`src/rtl/vga_timing_pkg.sv`:
```
// Raster timing constants for the 640x480 tile display, shared by the
// scanner, its axis counters and the output interface.
package vga_timing_pkg;
  localparam int H_SYNC    = 92;
  localparam int H_BACK    = 50;
  localparam int H_DISP    = 640;
  localparam int H_FRONT   = 18;
  localparam int V_SYNC    = 2;
  localparam int V_BACK    = 33;
  localparam int V_DISP    = 480;
  localparam int V_FRONT   = 10;
  localparam int TILE_BITS = 5;

  localparam int H_LINE      = H_SYNC + H_BACK + H_DISP + H_FRONT;
  localparam int V_FRAME     = V_SYNC + V_BACK + V_DISP + V_FRONT;
  localparam int H_ACT_START = H_SYNC + H_BACK;
  localparam int V_ACT_START = V_SYNC + V_BACK;
  localparam int COLS        = H_DISP >> TILE_BITS;
  localparam int ROWS        = V_DISP >> TILE_BITS;

  localparam int COL_W = $clog2(COLS);
  localparam int ROW_W = $clog2(ROWS);
  localparam int OFF_W = TILE_BITS;
endpackage

```
`src/rtl/vga_tile_if.sv`:
```
// Registered raster/tile outputs handed to the map/colour stage.
interface vga_tile_if;
  import vga_timing_pkg::*;

  logic             o_VGA_HSync;
  logic             o_VGA_VSync;
  logic             o_Active;
  logic             o_Line_Start;
  logic             o_Frame_Start;
  logic [COL_W-1:0] o_Col;
  logic [ROW_W-1:0] o_Row;
  logic [OFF_W-1:0] o_Px;
  logic [OFF_W-1:0] o_Py;

  modport master (output o_VGA_HSync, o_VGA_VSync, o_Active, o_Line_Start,
                  o_Frame_Start, o_Col, o_Row, o_Px, o_Py);
  modport slave  (input  o_VGA_HSync, o_VGA_VSync, o_Active, o_Line_Start,
                  o_Frame_Start, o_Col, o_Row, o_Px, o_Py);
endinterface

```
`src/rtl/vga_axis_counter.sv`:
```
// One raster axis: position counter plus incremental tile index/offset that
// always describe the current count value (no division downstream).
module vga_axis_counter #(
  parameter  int SYNC      = 92,
  parameter  int BACK      = 50,
  parameter  int DISP      = 640,
  parameter  int FRONT     = 18,
  parameter  int TILE_BITS = 5,
  parameter  int IDX_W     = 5,
  localparam int TOTAL     = SYNC + BACK + DISP + FRONT,
  localparam int CNT_W     = $clog2(TOTAL)
) (
  input  logic                 i_Clk,
  input  logic                 i_Rst_n,
  input  logic                 i_Step,
  output logic [CNT_W-1:0]     count,
  output logic                 wrap,
  output logic                 sync_n,
  output logic                 active,
  output logic [IDX_W-1:0]     tile,
  output logic [TILE_BITS-1:0] offset
);
  localparam int ACT_START = SYNC + BACK;
  localparam int ACT_END   = ACT_START + DISP - 1;
  localparam int TILE_MAX  = (DISP >> TILE_BITS) - 1;

  logic [CNT_W-1:0] cnt_nxt;
  logic             act_nxt;

  assign wrap    = i_Step && (count == CNT_W'(TOTAL - 1));
  assign cnt_nxt = wrap ? '0 : count + 1'b1;
  assign act_nxt = (cnt_nxt >= CNT_W'(ACT_START)) && (cnt_nxt <= CNT_W'(ACT_END));
  assign sync_n  = (count >= CNT_W'(SYNC));
  assign active  = (count >= CNT_W'(ACT_START)) && (count <= CNT_W'(ACT_END));

  // Tile state is advanced together with the counter so it tracks cnt_nxt.
  always_ff @(posedge i_Clk or negedge i_Rst_n) begin
    if (!i_Rst_n) begin
      count  <= '0;
      tile   <= '0;
      offset <= '0;
    end else if (i_Step) begin
      count <= cnt_nxt;
      if (!act_nxt || cnt_nxt == CNT_W'(ACT_START)) begin
        tile   <= '0;
        offset <= '0;
      end else begin
        offset <= offset + 1'b1;
        if (&offset && tile != IDX_W'(TILE_MAX)) tile <= tile + 1'b1;
      end
    end
  end
endmodule

```
`src/rtl/vga_tile_scanner.sv`:
```
// Raster timing and tile-coordinate generator; all outputs registered one
// clock behind the counter position they describe.
module vga_tile_scanner import vga_timing_pkg::*; #(
  parameter int HS = H_SYNC,
  parameter int HB = H_BACK,
  parameter int HD = H_DISP,
  parameter int HF = H_FRONT,
  parameter int VS = V_SYNC,
  parameter int VB = V_BACK,
  parameter int VD = V_DISP,
  parameter int VF = V_FRONT
) (
  input  logic        i_Clk,
  input  logic        i_Rst_n,
  vga_tile_if.master  vid
);
  localparam int H_CW = $clog2(HS + HB + HD + HF);
  localparam int V_CW = $clog2(VS + VB + VD + VF);

  logic [H_CW-1:0]  h_cnt;
  logic [V_CW-1:0]  v_cnt;
  logic             h_wrap, v_wrap_unused;
  logic             h_sync_n, v_sync_n, h_act, v_act;
  logic [COL_W-1:0] h_tile;
  logic [ROW_W-1:0] v_tile;
  logic [OFF_W-1:0] h_off, v_off;
  logic             h_at_start;

  vga_axis_counter #(.SYNC(HS), .BACK(HB), .DISP(HD), .FRONT(HF),
                     .TILE_BITS(TILE_BITS), .IDX_W(COL_W)) u_h (
    .i_Clk(i_Clk), .i_Rst_n(i_Rst_n), .i_Step(1'b1),
    .count(h_cnt), .wrap(h_wrap), .sync_n(h_sync_n), .active(h_act),
    .tile(h_tile), .offset(h_off)
  );

  vga_axis_counter #(.SYNC(VS), .BACK(VB), .DISP(VD), .FRONT(VF),
                     .TILE_BITS(TILE_BITS), .IDX_W(ROW_W)) u_v (
    .i_Clk(i_Clk), .i_Rst_n(i_Rst_n), .i_Step(h_wrap),
    .count(v_cnt), .wrap(v_wrap_unused), .sync_n(v_sync_n), .active(v_act),
    .tile(v_tile), .offset(v_off)
  );

  assign h_at_start = (h_cnt == H_CW'(HS + HB));

  always_ff @(posedge i_Clk or negedge i_Rst_n) begin
    if (!i_Rst_n) begin
      vid.o_VGA_HSync   <= 1'b1;
      vid.o_VGA_VSync   <= 1'b1;
      vid.o_Active      <= 1'b0;
      vid.o_Line_Start  <= 1'b0;
      vid.o_Frame_Start <= 1'b0;
      vid.o_Col         <= '0;
      vid.o_Row         <= '0;
      vid.o_Px          <= '0;
      vid.o_Py          <= '0;
    end else begin
      vid.o_VGA_HSync   <= h_sync_n;
      vid.o_VGA_VSync   <= v_sync_n;
      vid.o_Active      <= h_act && v_act;
      vid.o_Line_Start  <= h_at_start && v_act;
      vid.o_Frame_Start <= h_at_start && (v_cnt == V_CW'(VS + VB));
      vid.o_Col         <= h_tile;
      vid.o_Row         <= v_tile;
      vid.o_Px          <= h_off;
      vid.o_Py          <= v_off;
    end
  end
endmodule

```
`src/flat_wrapper.sv`:
```
// flat-port wrapper written by rule: the top's interface ports become plain ports
module vga_tile_scanner_flat import vga_timing_pkg::*;
#(
  parameter int HS = H_SYNC,
  parameter int HB = H_BACK,
  parameter int HD = H_DISP,
  parameter int HF = H_FRONT,
  parameter int VS = V_SYNC,
  parameter int VB = V_BACK,
  parameter int VD = V_DISP,
  parameter int VF = V_FRONT
)
  (i_Clk, i_Rst_n, vid_o_VGA_HSync, vid_o_VGA_VSync, vid_o_Active, vid_o_Line_Start, vid_o_Frame_Start, vid_o_Col, vid_o_Row, vid_o_Px, vid_o_Py);
  vga_tile_if vid_i ();
  input  logic i_Clk;
  input  logic i_Rst_n;
  output wire logic [$bits(vid_i.o_VGA_HSync)-1:0] vid_o_VGA_HSync;
  output wire logic [$bits(vid_i.o_VGA_VSync)-1:0] vid_o_VGA_VSync;
  output wire logic [$bits(vid_i.o_Active)-1:0] vid_o_Active;
  output wire logic [$bits(vid_i.o_Line_Start)-1:0] vid_o_Line_Start;
  output wire logic [$bits(vid_i.o_Frame_Start)-1:0] vid_o_Frame_Start;
  output wire logic [$bits(vid_i.o_Col)-1:0] vid_o_Col;
  output wire logic [$bits(vid_i.o_Row)-1:0] vid_o_Row;
  output wire logic [$bits(vid_i.o_Px)-1:0] vid_o_Px;
  output wire logic [$bits(vid_i.o_Py)-1:0] vid_o_Py;
  assign vid_o_VGA_HSync = vid_i.o_VGA_HSync;
  assign vid_o_VGA_VSync = vid_i.o_VGA_VSync;
  assign vid_o_Active = vid_i.o_Active;
  assign vid_o_Line_Start = vid_i.o_Line_Start;
  assign vid_o_Frame_Start = vid_i.o_Frame_Start;
  assign vid_o_Col = vid_i.o_Col;
  assign vid_o_Row = vid_i.o_Row;
  assign vid_o_Px = vid_i.o_Px;
  assign vid_o_Py = vid_i.o_Py;
  vga_tile_scanner #(.HS(HS), .HB(HB), .HD(HD), .HF(HF), .VS(VS), .VB(VB), .VD(VD), .VF(VF)) u_core (.i_Clk(i_Clk), .i_Rst_n(i_Rst_n), .vid(vid_i));
endmodule
```
`config.mk`:
```
export PLATFORM = sky130hd
export DESIGN_NAME = vga_tile_scanner_flat
export DESIGN_NICKNAME = d
export VERILOG_FILES = /design/src/rtl/vga_timing_pkg.sv /design/src/rtl/vga_tile_if.sv /design/src/rtl/vga_axis_counter.sv /design/src/rtl/vga_tile_scanner.sv /design/src/flat_wrapper.sv
export SDC_FILE = /design/constraint.sdc
export NUM_CORES = 1
export LEC_CHECK = 0
export CELL_PAD_IN_SITES_DETAIL_PLACEMENT = 2
export CELL_PAD_IN_SITES_GLOBAL_PLACEMENT = 2
export CORE_AREA = 2 2 91 93
export CTS_CLUSTER_DIAMETER = 80
export DETAILED_ROUTE_END_ITERATION = 8
export DIE_AREA = 0 0 93 95
export HOLD_SLACK_MARGIN = 0.12
export PLACE_DENSITY_LB_ADDON = 0.1
export SLEW_MARGIN = 20
export SYNTH_ARGS = -nofsm -noshare
export SYNTH_HDL_FRONTEND = slang
export SYNTH_SLANG_ARGS = --single-unit
```
`constraint.sdc`:
```
create_clock -name i_Clk -period 5.6 [get_ports i_Clk]
set_clock_uncertainty 0.1 [all_clocks]
set_input_delay 1.68 -clock i_Clk [delete_from_list [all_inputs] [get_ports i_Clk]]
set_output_delay 1.68 -clock i_Clk [all_outputs]
set_load 0.1 [all_outputs]
```
==> results.py, run 1 <==
metrics = {
    "outcome": {
        "status": "finished, final reports clean",
    },
    "critical_path": {
        "crit_arrival_ps": 1990,
        "cp_top_family": "buffers and inverters",
        "worst-path-max-fanout": 1,
        "critPathKind": "reg2out",
        "path_buf_inv": 1,
        "cpMaxStageDelayCell": "clkdlybuf4s50_1",
        "crit_chain": "clkdlybuf4s50_1",
        "end_kind": "output pin",
        "max_stage_delay_ps": 1120,
        "cp-start-kind": "register",
        "required_ps": 3820,
    },
    "timing": {
        "maxSlewHeadroom_pct": 34.5,
        "rsz0062_at_grt": "no",
        "finalSetupViolCount": 0,
        "tightest_slew_ps": 979,
        "maxSlewViolCount": 0,
        "fin_tns_setup_ps": 0,
        "fin_crit_sh_pct": 67.2,
        "max_freq_mhz": 266,
        "hold_viol": 0,
        "hold_ws_ps": 308,
        "fin_crit_ps": 3770,
    },
    "cts": {
        "cts-resized-gates": 0,
        "cts_made_buffers": 9,
        "hold_buffers": 0,
        "clk_latency_ps": 340,
        "clkTransAtPathRegs_ps": 80,
        "cts-root-buf": "clkbuf_8",
        "clk_path_buf_depth": 2,
        "cts_tree": "built",
        "cts_setup_buffers": 0,
        "htreeDepth": 3,
        "cts.sinks": 63,
    },
    "cells_and_area": {
        "diodes": 0,
        "final_cell_mix": "61 x dfrtp_1, 31 x nand2_1, 24 x clkdlybuf4s50_1",
        "drive_gt1_share_pct": 10.1,
        "syn_to_final_growth_pct": 16.7,
        "nNetsFinal": 338,
        "final_common_cell": "dfrtp_1",
    },
    "synthesis": {
        "syn_nets": 315,
        "synth-seq-area-share_pct": 50.2,
        "async_reset_ff_share_pct": 100,
        "synth_cells": 299,
        "synth_edf_count": 0,
        "yosysWarnings": 0,
        "ys_types": 60,
        "ys.flop_type": "dfrtp_1",
        "synth_area_per_cell_um2": 10.5,
        "synth.cell_area_um2": 3140,
        "ys_ff_latch": 63,
    },
    "global_route": {
        "antenna_found_initial": 0,
        "grt_pass1_wl_um": 13100,
        "grt_pass1_vias": 2586,
        "grt_overflow": 0,
        "grt_max_degree": 41,
        "track_usage_pct": 19.1,
    },
    "power": {
        "clockPowerShare_pct": 47.4,
        "power_frac_comb_pct": 1.1,
        "seqPwrFrac_pct": 51.5,
        "switching_share_pct": 23.5,
        "p_leak_nw": 1.54,
        "p_sw_w": 0.000207,
        "ir_drop_v": 0.000163,
        "powerDensity_nw_per_um2": 241,
        "p_int_w": 0.000675,
    },
    "die": {
        "core_area_um2": 7930,
        "rows": 33,
        "die_h_um": 95,
        "dieWidth_um": 93,
        "ios": 26,
        "start_util_pct": 39.7,
        "fp.dieArea_um2": 8840,
    },
    "route": {
        "vias_per_cell": 5.57,
        "drt-total-wl_um": 7720,
        "drt_iter0_markers": 37,
        "vias": 2408,
        "final_antenna_net_count": 0,
        "first_pass_iters": 4,
        "wl_per_cell_um": 17.9,
        "post-route-drc-count": 0,
    },
    "placement": {
        "place_congestion": 0.776,
        "dp_hpwl_um": 5290,
        "port_buffers": 25,
    },
    "hold_path": {
        "hold_path.class": "reg2reg",
    },
    "job": {
        "drv_cap": 0,
    },
}
-- flip-flops by register name, summed over array words and instances, names as in the netlist --
register	count
u_core.u_h.count	10
u_core.u_h.offset	5
u_core.u_h.tile	5
u_core.u_v.count	10
u_core.u_v.offset	5
u_core.u_v.tile	4
u_core.vid.o_Active	1
u_core.vid.o_Col	5
u_core.vid.o_Frame_Start	1
u_core.vid.o_Line_Start	1
u_core.vid.o_Px	5
u_core.vid.o_Py	5
u_core.vid.o_Row	4
u_core.vid.o_VGA_HSync	1
u_core.vid.o_VGA_VSync	1
-- final cells by class --
type	count	area, um^2
clock buffer	10	138
clock inverter	6	67.6
fill	843	4260
inverter	9	33.8
multi-input combinational	213	1470
sequential	63	1580
tap	105	131
timing repair buffer	26	253
-- Yosys cell counts (3+ instances only) --
cell type	number	area share, %
dfrtp_1	61	49
nand2_1	31	3.7
o21ai_0	19	3.0
nor3_1	17	2.7
nor2_1	15	1.8
ha_1	14	5.6
nand3_1	11	1.8
clkbuf_1	9	1.1
inv_1	9	1.1
nand4_1	8	1.6
xor2_1	8	2.2
a21oi_1	7	1.1
and3_1	6	1.2
xnor2_1	6	1.7
and2_1	5	0.99
o31ai_1	5	1.2
a21o_1	4	0.96
buf_2	4	0.64
o211ai_1	4	0.96
nor4_1	3	0.60
o221ai_1	3	0.84
o31a_1	3	0.84
-- power groups by stage --
stage	combinational [W]	sequential [W]	clock, W
after global routing	0.0000113	0.000455	0.000452
after floorplan	0.000000000535	0.000464	0
after global placement	0.0000102	0.000464	0
final	0.00000933	0.000455	0.000419
after CTS	0.0000103	0.000455	0.000429
after detailed placement	0.0000103	0.000464	0
-- stage by stage --
step	setup WS, ps	utilization (%)	total power [W]	instances	area (um^2)
floorplan	2940	-	0.000464	299	3140
global placement	2210	43.7	0.000474	416	3460
detailed placement	2200	43.7	0.000474	416	3460
CTS	1820	46.3	0.000894	432	3670
global route	1790	46.3	0.000918	432	3670
finish	1830	46.3	0.000883	432	3670
-- path summary, 6_finish.rpt --
check,cells after the start,endpoint,slack [ps],from
worst max-delay path,1,vid_o_VGA_VSync,1830,u_core.vid.o_VGA_VSync
worst min-delay path,0,u_core.vid.o_Px[4],310,u_core.u_h.offset[4]
worst max register to register,7,u_core.u_h.tile[2],2470,u_core.u_h.count[0]
max in group asynchronous,2,u_core.u_h.count[3],3190,i_Rst_n
worst min register to register,0,u_core.vid.o_Px[4],310,u_core.u_h.offset[4]
min in group asynchronous,1,u_core.vid.o_Row[0],1360,i_Rst_n
-- per-layer routing --
metal	vias to the layer above	wire length, um	track usage (%)	share of wire [%]
li1	1136	-	-	-
met2	16	3890	32.9	50
met4	0	80	5.51	1.0
met3	8	152	4.31	2.0
met5	-	0	0	0
met1	1248	3600	24.3	47
-- cells by family after synthesis --
group / count (synthesis) / synth area share [%]
adder cells (fa/ha/maj): 14 / 5.57
buffers and inverters: 23 / 3.14
AO/OA/AOI/OAI: 66 / 15.8
flip-flops: 63 / 50.2
multiplexers: 1 / 0.318
AND/OR/NAND/NOR: 118 / 21.0
XOR/XNOR: 14 / 3.90
Power figures use the tool's default switching activity.
==> run 2, diff against run 1 <==
--- a/config.mk
+++ b/config.mk
@@ -7,10 +7,10 @@
 export LEC_CHECK = 0
 export CELL_PAD_IN_SITES_DETAIL_PLACEMENT = 2
 export CELL_PAD_IN_SITES_GLOBAL_PLACEMENT = 2
-export CORE_AREA = 2 2 91 93
+export CORE_AREA = 2 2 100 102
 export CTS_CLUSTER_DIAMETER = 80
 export DETAILED_ROUTE_END_ITERATION = 8
-export DIE_AREA = 0 0 93 95
+export DIE_AREA = 0 0 102 104
 export HOLD_SLACK_MARGIN = 0.12
 export PLACE_DENSITY_LB_ADDON = 0.1
 export SLEW_MARGIN = 20
==> constraint.sdc (replaced) <==
create_clock -name i_Clk -period 3.1 [get_ports i_Clk]
set_clock_uncertainty 0.1 [all_clocks]
set_input_delay 0.93 -clock i_Clk [delete_from_list [all_inputs] [get_ports i_Clk]]
set_output_delay 0.93 -clock i_Clk [all_outputs]
set_load 0.1 [all_outputs]
==> results.py, run 2 (synthesized netlist as in run 1, its figures left out) <==
metrics = {
    "timing": {
        "fin_tns_setup_ps": 0,
        "rsz0062_at_grt": "no",
        "finalSetupViolCount": 0,
        "hold_viol": 0,
        "tightest_slew_ps": 813,
        "hold_ws_ps": 299,
        "fin_crit_sh_pct": 89.0,
        "maxSlewHeadroom_pct": 45.8,
        "fin_crit_ps": 2760,
        "max_freq_mhz": 362,
        "maxSlewViolCount": 0,
    },
    "cts": {
        "cts-root-buf": "clkbuf_8",
        "clkTransAtPathRegs_ps": 70,
        "cts.sinks": 63,
        "clk_latency_ps": 350,
        "clk_path_buf_depth": 2,
        "cts_made_buffers": 9,
        "cts-resized-gates": 0,
        "cts_tree": "built",
        "cts_setup_buffers": 0,
        "htreeDepth": 3,
        "hold_buffers": 0,
    },
    "route": {
        "drt-total-wl_um": 8190,
        "wl_per_cell_um": 17.5,
        "post-route-drc-count": 0,
        "final_antenna_net_count": 0,
        "first_pass_iters": 4,
        "vias": 2451,
        "vias_per_cell": 5.23,
        "drt_iter0_markers": 37,
    },
    "critical_path": {
        "cpMaxStageDelayCell": "or4_4",
        "cp-start-kind": "register",
        "required_ps": 3210,
        "cp_top_family": "simple AND/OR/NAND/NOR gates",
        "path_buf_inv": 0,
        "crit_arrival_ps": 2870,
        "worst-path-max-fanout": 9,
        "critPathKind": "reg2reg",
        "max_stage_delay_ps": 600,
        "crit_chain": "ha_1 -> nand4_4 -> or4_4 -> nor2_8 -> o211ai_1 -> o21ai_2 -> o221ai_1",
        "end_kind": "register",
    },
    "die": {
        "rows": 36,
        "start_util_pct": 32.9,
        "dieWidth_um": 102,
        "ios": 26,
        "fp.dieArea_um2": 10600,
        "core_area_um2": 9550,
        "die_h_um": 104,
    },
    "global_route": {
        "grt_pass1_wl_um": 13900,
        "busiest_layer": "met2",
        "grt_use_met2_pct": 26.0,
        "grtUsageMet1_pct": 23.3,
        "grt_pass1_vias": 2630,
        "grtUsageMet3_pct": 4.17,
        "track_usage_pct": 16.8,
        "grt_overflow": 0,
        "antenna_found_initial": 0,
        "grt_max_degree": 38,
    },
    "cells_and_area": {
        "final_cell_mix": "61 x dfrtp_1, 34 x buf_4, 31 x nand2_1",
        "drive_gt1_share_pct": 19.3,
        "nNetsFinal": 347,
        "final_common_cell": "dfrtp_1",
        "diodes": 0,
        "syn_to_final_growth_pct": 17.1,
        "largestRegisters": "u_core.u_h.count (10), u_core.u_v.count (10)",
    },
    "placement": {
        "port_buffers": 25,
        "dp_hpwl_um": 5730,
        "place_congestion": 0.788,
    },
    "power": {
        "ir_drop_v": 0.000173,
        "p_leak_nw": 1.62,
        "powerDensity_nw_per_um2": 408,
    },
    "job": {
        "drv_cap": 0,
    },
    "hold_path": {
        "hold_path.class": "reg2reg",
    },
    "outcome": {
        "status": "finished, final reports clean",
    },
}
==> run 2: cell count changes in the layout (fill, tap and decap cells not counted), sizes merged <==
cell           delta
buf              +33
clkdlybuf4s50    -24
clkinv            +2
inv               -2
bufinv            -1
clkbuf            +1
==> run 2: stage by stage <==
step	setup WS [ps]	instances	utilization (%)	area, um^2	power [W]
after floorplan	734	299	-	3140	0.000838
after global placement	450	453	36.7	3510	0.000858
after detailed placement	340	453	36.7	3510	0.000859
after CTS	316	469	38.5	3680	0.00153
after global routing	154	469	38.5	3680	0.00156
final	340	469	38.5	3680	0.00150
==> run 2: final timing paths <==
| path | from | endpoint | slack (ps) | depth (start not counted) |
|---|---|---|---|---|
| setup / recovery | u_core.u_h.count[0] | u_core.u_v.tile[0] | 340 | 7 |
| hold / removal | u_core.u_h.offset[4] | u_core.vid.o_Px[4] | 300 | 0 |
| setup reg to reg | u_core.u_h.count[0] | u_core.u_v.tile[0] | 340 | 7 |
| hold reg to reg | u_core.u_h.offset[4] | u_core.vid.o_Px[4] | 300 | 0 |
| max in group asynchronous | i_Rst_n | u_core.vid.o_Row[0] | 1630 | 2 |
| min in group asynchronous | i_Rst_n | u_core.vid.o_Px[4] | 570 | 1 |
==> run 2: area by class of cell <==
cell class	instances	area, um^2
Clock buffer	11	141
Clock inverter	5	33.8
Fill cell	1047	5870
Inverter	9	33.8
Multi-Input combinational cell	213	1470
Sequential cell	63	1580
Tap cell	133	166
Timing Repair Buffer	35	260
==> run 2: report_power, final <==
part           switching [W]  internal, W
Sequential                 0     0.000821
Combinational      0.0000163   0.00000291
Clock               0.000350     0.000311
Total               0.000366      0.00113
==> run 2: metal layers <==
layer | part of all wire, % | routed length, um
met1 | 49 | 4050
met2 | 47 | 3850
met3 | 2.2 | 184
met4 | 1.2 | 99
met5 | 0 | 0
==> run 3, diff against run 2 <==
--- a/config.mk
+++ b/config.mk
@@ -7,12 +7,14 @@
 export LEC_CHECK = 0
 export CELL_PAD_IN_SITES_DETAIL_PLACEMENT = 2
 export CELL_PAD_IN_SITES_GLOBAL_PLACEMENT = 2
-export CORE_AREA = 2 2 100 102
+export CORE_AREA = 2 2 96 98
 export CTS_CLUSTER_DIAMETER = 80
 export DETAILED_ROUTE_END_ITERATION = 8
-export DIE_AREA = 0 0 102 104
+export DIE_AREA = 0 0 98 100
+export DONT_BUFFER_PORTS = 1
 export HOLD_SLACK_MARGIN = 0.12
 export PLACE_DENSITY_LB_ADDON = 0.1
+export SKIP_LAST_GASP = 1
 export SLEW_MARGIN = 20
 export SYNTH_ARGS = -nofsm -noshare
 export SYNTH_HDL_FRONTEND = slang
==> results.py, run 3 (synthesized netlist as in run 1, its figures left out) <==
metrics = {
    "timing": {
        "fin_crit_sh_pct": 89.8,
        "fin_tns_setup_ps": 0,
        "rsz0062_at_grt": "no",
        "maxSlewViolCount": 0,
        "maxSlewHeadroom_pct": 41.4,
        "hold_viol": 0,
        "fin_crit_ps": 2780,
        "finalSetupViolCount": 0,
        "tightest_slew_ps": 880,
        "max_freq_mhz": 359,
    },
    "placement": {
        "place_congestion": 0.760,
        "port_buffers": 0,
        "dp_hpwl_um": 5280,
    },
    "critical_path": {
        "critPathKind": "reg2reg",
        "required_ps": 3210,
        "end_kind": "register",
        "cp-start-kind": "register",
        "crit_arrival_ps": 2890,
        "worst-path-max-fanout": 20,
    },
    "job": {
        "drv_cap": 0,
    },
    "route": {
        "drt-total-wl_um": 7620,
        "vias": 2321,
        "first_pass_iters": 4,
        "post-route-drc-count": 0,
        "vias_per_cell": 5.54,
        "wl_per_cell_um": 18.2,
        "drt_iter0_markers": 70,
        "final_antenna_net_count": 0,
    },
    "power": {
        "ir_drop_v": 0.000248,
        "powerDensity_nw_per_um2": 471,
        "total_power_w": 0.00165,
        "p_leak_nw": 1.50,
    },
    "global_route": {
        "track_usage_pct": 16.9,
        "grt_max_degree": 64,
        "grt_overflow": 0,
        "antenna_found_initial": 0,
        "grt_pass1_wl_um": 13200,
        "grt_pass1_vias": 2558,
    },
    "die": {
        "rows": 35,
        "core_area_um2": 8890,
        "ios": 26,
        "die_h_um": 100,
        "dieWidth_um": 98,
        "start_util_pct": 35.4,
        "fp.dieArea_um2": 9800,
    },
    "hold_path": {
        "hold_path.class": "in2async",
    },
    "cts": {
        "htreeDepth": 3,
        "cts_tree": "built",
        "cts.sinks": 63,
        "hold_buffers": 0,
        "cts-resized-gates": 0,
        "cts_made_buffers": 9,
        "clk_path_buf_depth": 2,
        "cts-root-buf": "clkbuf_8",
        "clkTransAtPathRegs_ps": 80,
        "cts_setup_buffers": 0,
        "clk_latency_ps": 340,
    },
    "cells_and_area": {
        "drive_gt1_share_pct": 12.3,
        "nNetsFinal": 319,
        "diodes": 0,
        "final_cell_mix": "61 x dfrtp_1, 31 x nand2_1, 19 x o21ai_0",
        "syn_to_final_growth_pct": 11.3,
        "final_common_cell": "dfrtp_1",
        "largestRegisters": "u_core.u_h.count (10), u_core.u_v.count (10)",
    },
    "outcome": {
        "status": "finished, final reports clean",
    },
}
## run 3: cell types whose count changed in the layout (fill, tap and decap cells not counted)
cell | previous run | this run
buf_2 | 1 | 0
buf_4 | 34 | 7
bufinv_16 | 0 | 2
clkbuf_1 | 1 | 0
clkbuf_8 | 10 | 9
clkinv_2 | 2 | 0
clkinv_4 | 1 | 3
clkinvlp_4 | 2 | 0
inv_6 | 0 | 2
## run 3: final cells by class
| class | instances | area (um^2) |
|---|---|---|
| clock buffer | 9 | 124 |
| clock inverter | 7 | 104 |
| fill | 960 | 5390 |
| inverter | 9 | 33.8 |
| multi-input combinational | 213 | 1470 |
| sequential | 63 | 1580 |
| tap | 111 | 139 |
| timing repair buffer | 7 | 52.6 |
## run 3: final timing paths
path / depth (start not counted) / to / from / slack [ps]
max: 7 / u_core.u_v.tile[0] / u_core.u_h.count[0] / 320
min: 0 / u_core.vid.o_Py[0] / i_Rst_n / 170
max reg2reg: 7 / u_core.u_v.tile[0] / u_core.u_h.count[0] / 320
min reg2reg: 0 / u_core.vid.o_Px[4] / u_core.u_h.offset[4] / 310
max in group asynchronous: 0 / u_core.vid.o_VGA_VSync / i_Rst_n / 2530
min in group i_Clk: 0 / u_core.vid.o_Px[4] / u_core.u_h.offset[4] / 310
## run 3: where the power goes
part           internal, W  switching, W       total [W]  leakage [nW]
combinational            0             0  0.000000000530         0.530
sequential        0.000821             0        0.000821         0.859
clock             0.000463      0.000365        0.000827         0.114
## run 3: routing by layer
| layer | global-route usage, % | vias up | part of all wire, % |
|---|---|---|---|
| li1 | - | 1102 | - |
| met1 | 22.0 | 1190 | 46 |
| met2 | 28.2 | 22 | 51 |
| met3 | 3.55 | 7 | 2.4 |
| met4 | 5.34 | 0 | 1.1 |
| met5 | 0 | - | 0 |
## run 3: per-stage QoR
step                setup WS (ps)  area [um^2]  hold slack [ps]  cells  util [%]
floorplan                     734         3140              260    299         -
global placement              366         3270              294    403      36.8
detailed placement            266         3270              284    403      36.8
CTS                           256         3500              148    419      39.4
global route                  113         3500              137    419      39.4
finish                        316         3500              173    419      39.4
## run 3: worst max-delay path: stages, from the launching register on
cell      delay [ps]
dfrtp_1          430
ha_1             300
nand4_4          170
or4_4            700
nor2_8           210
o211ai_1         320
o21ai_2          240
o221ai_1         170
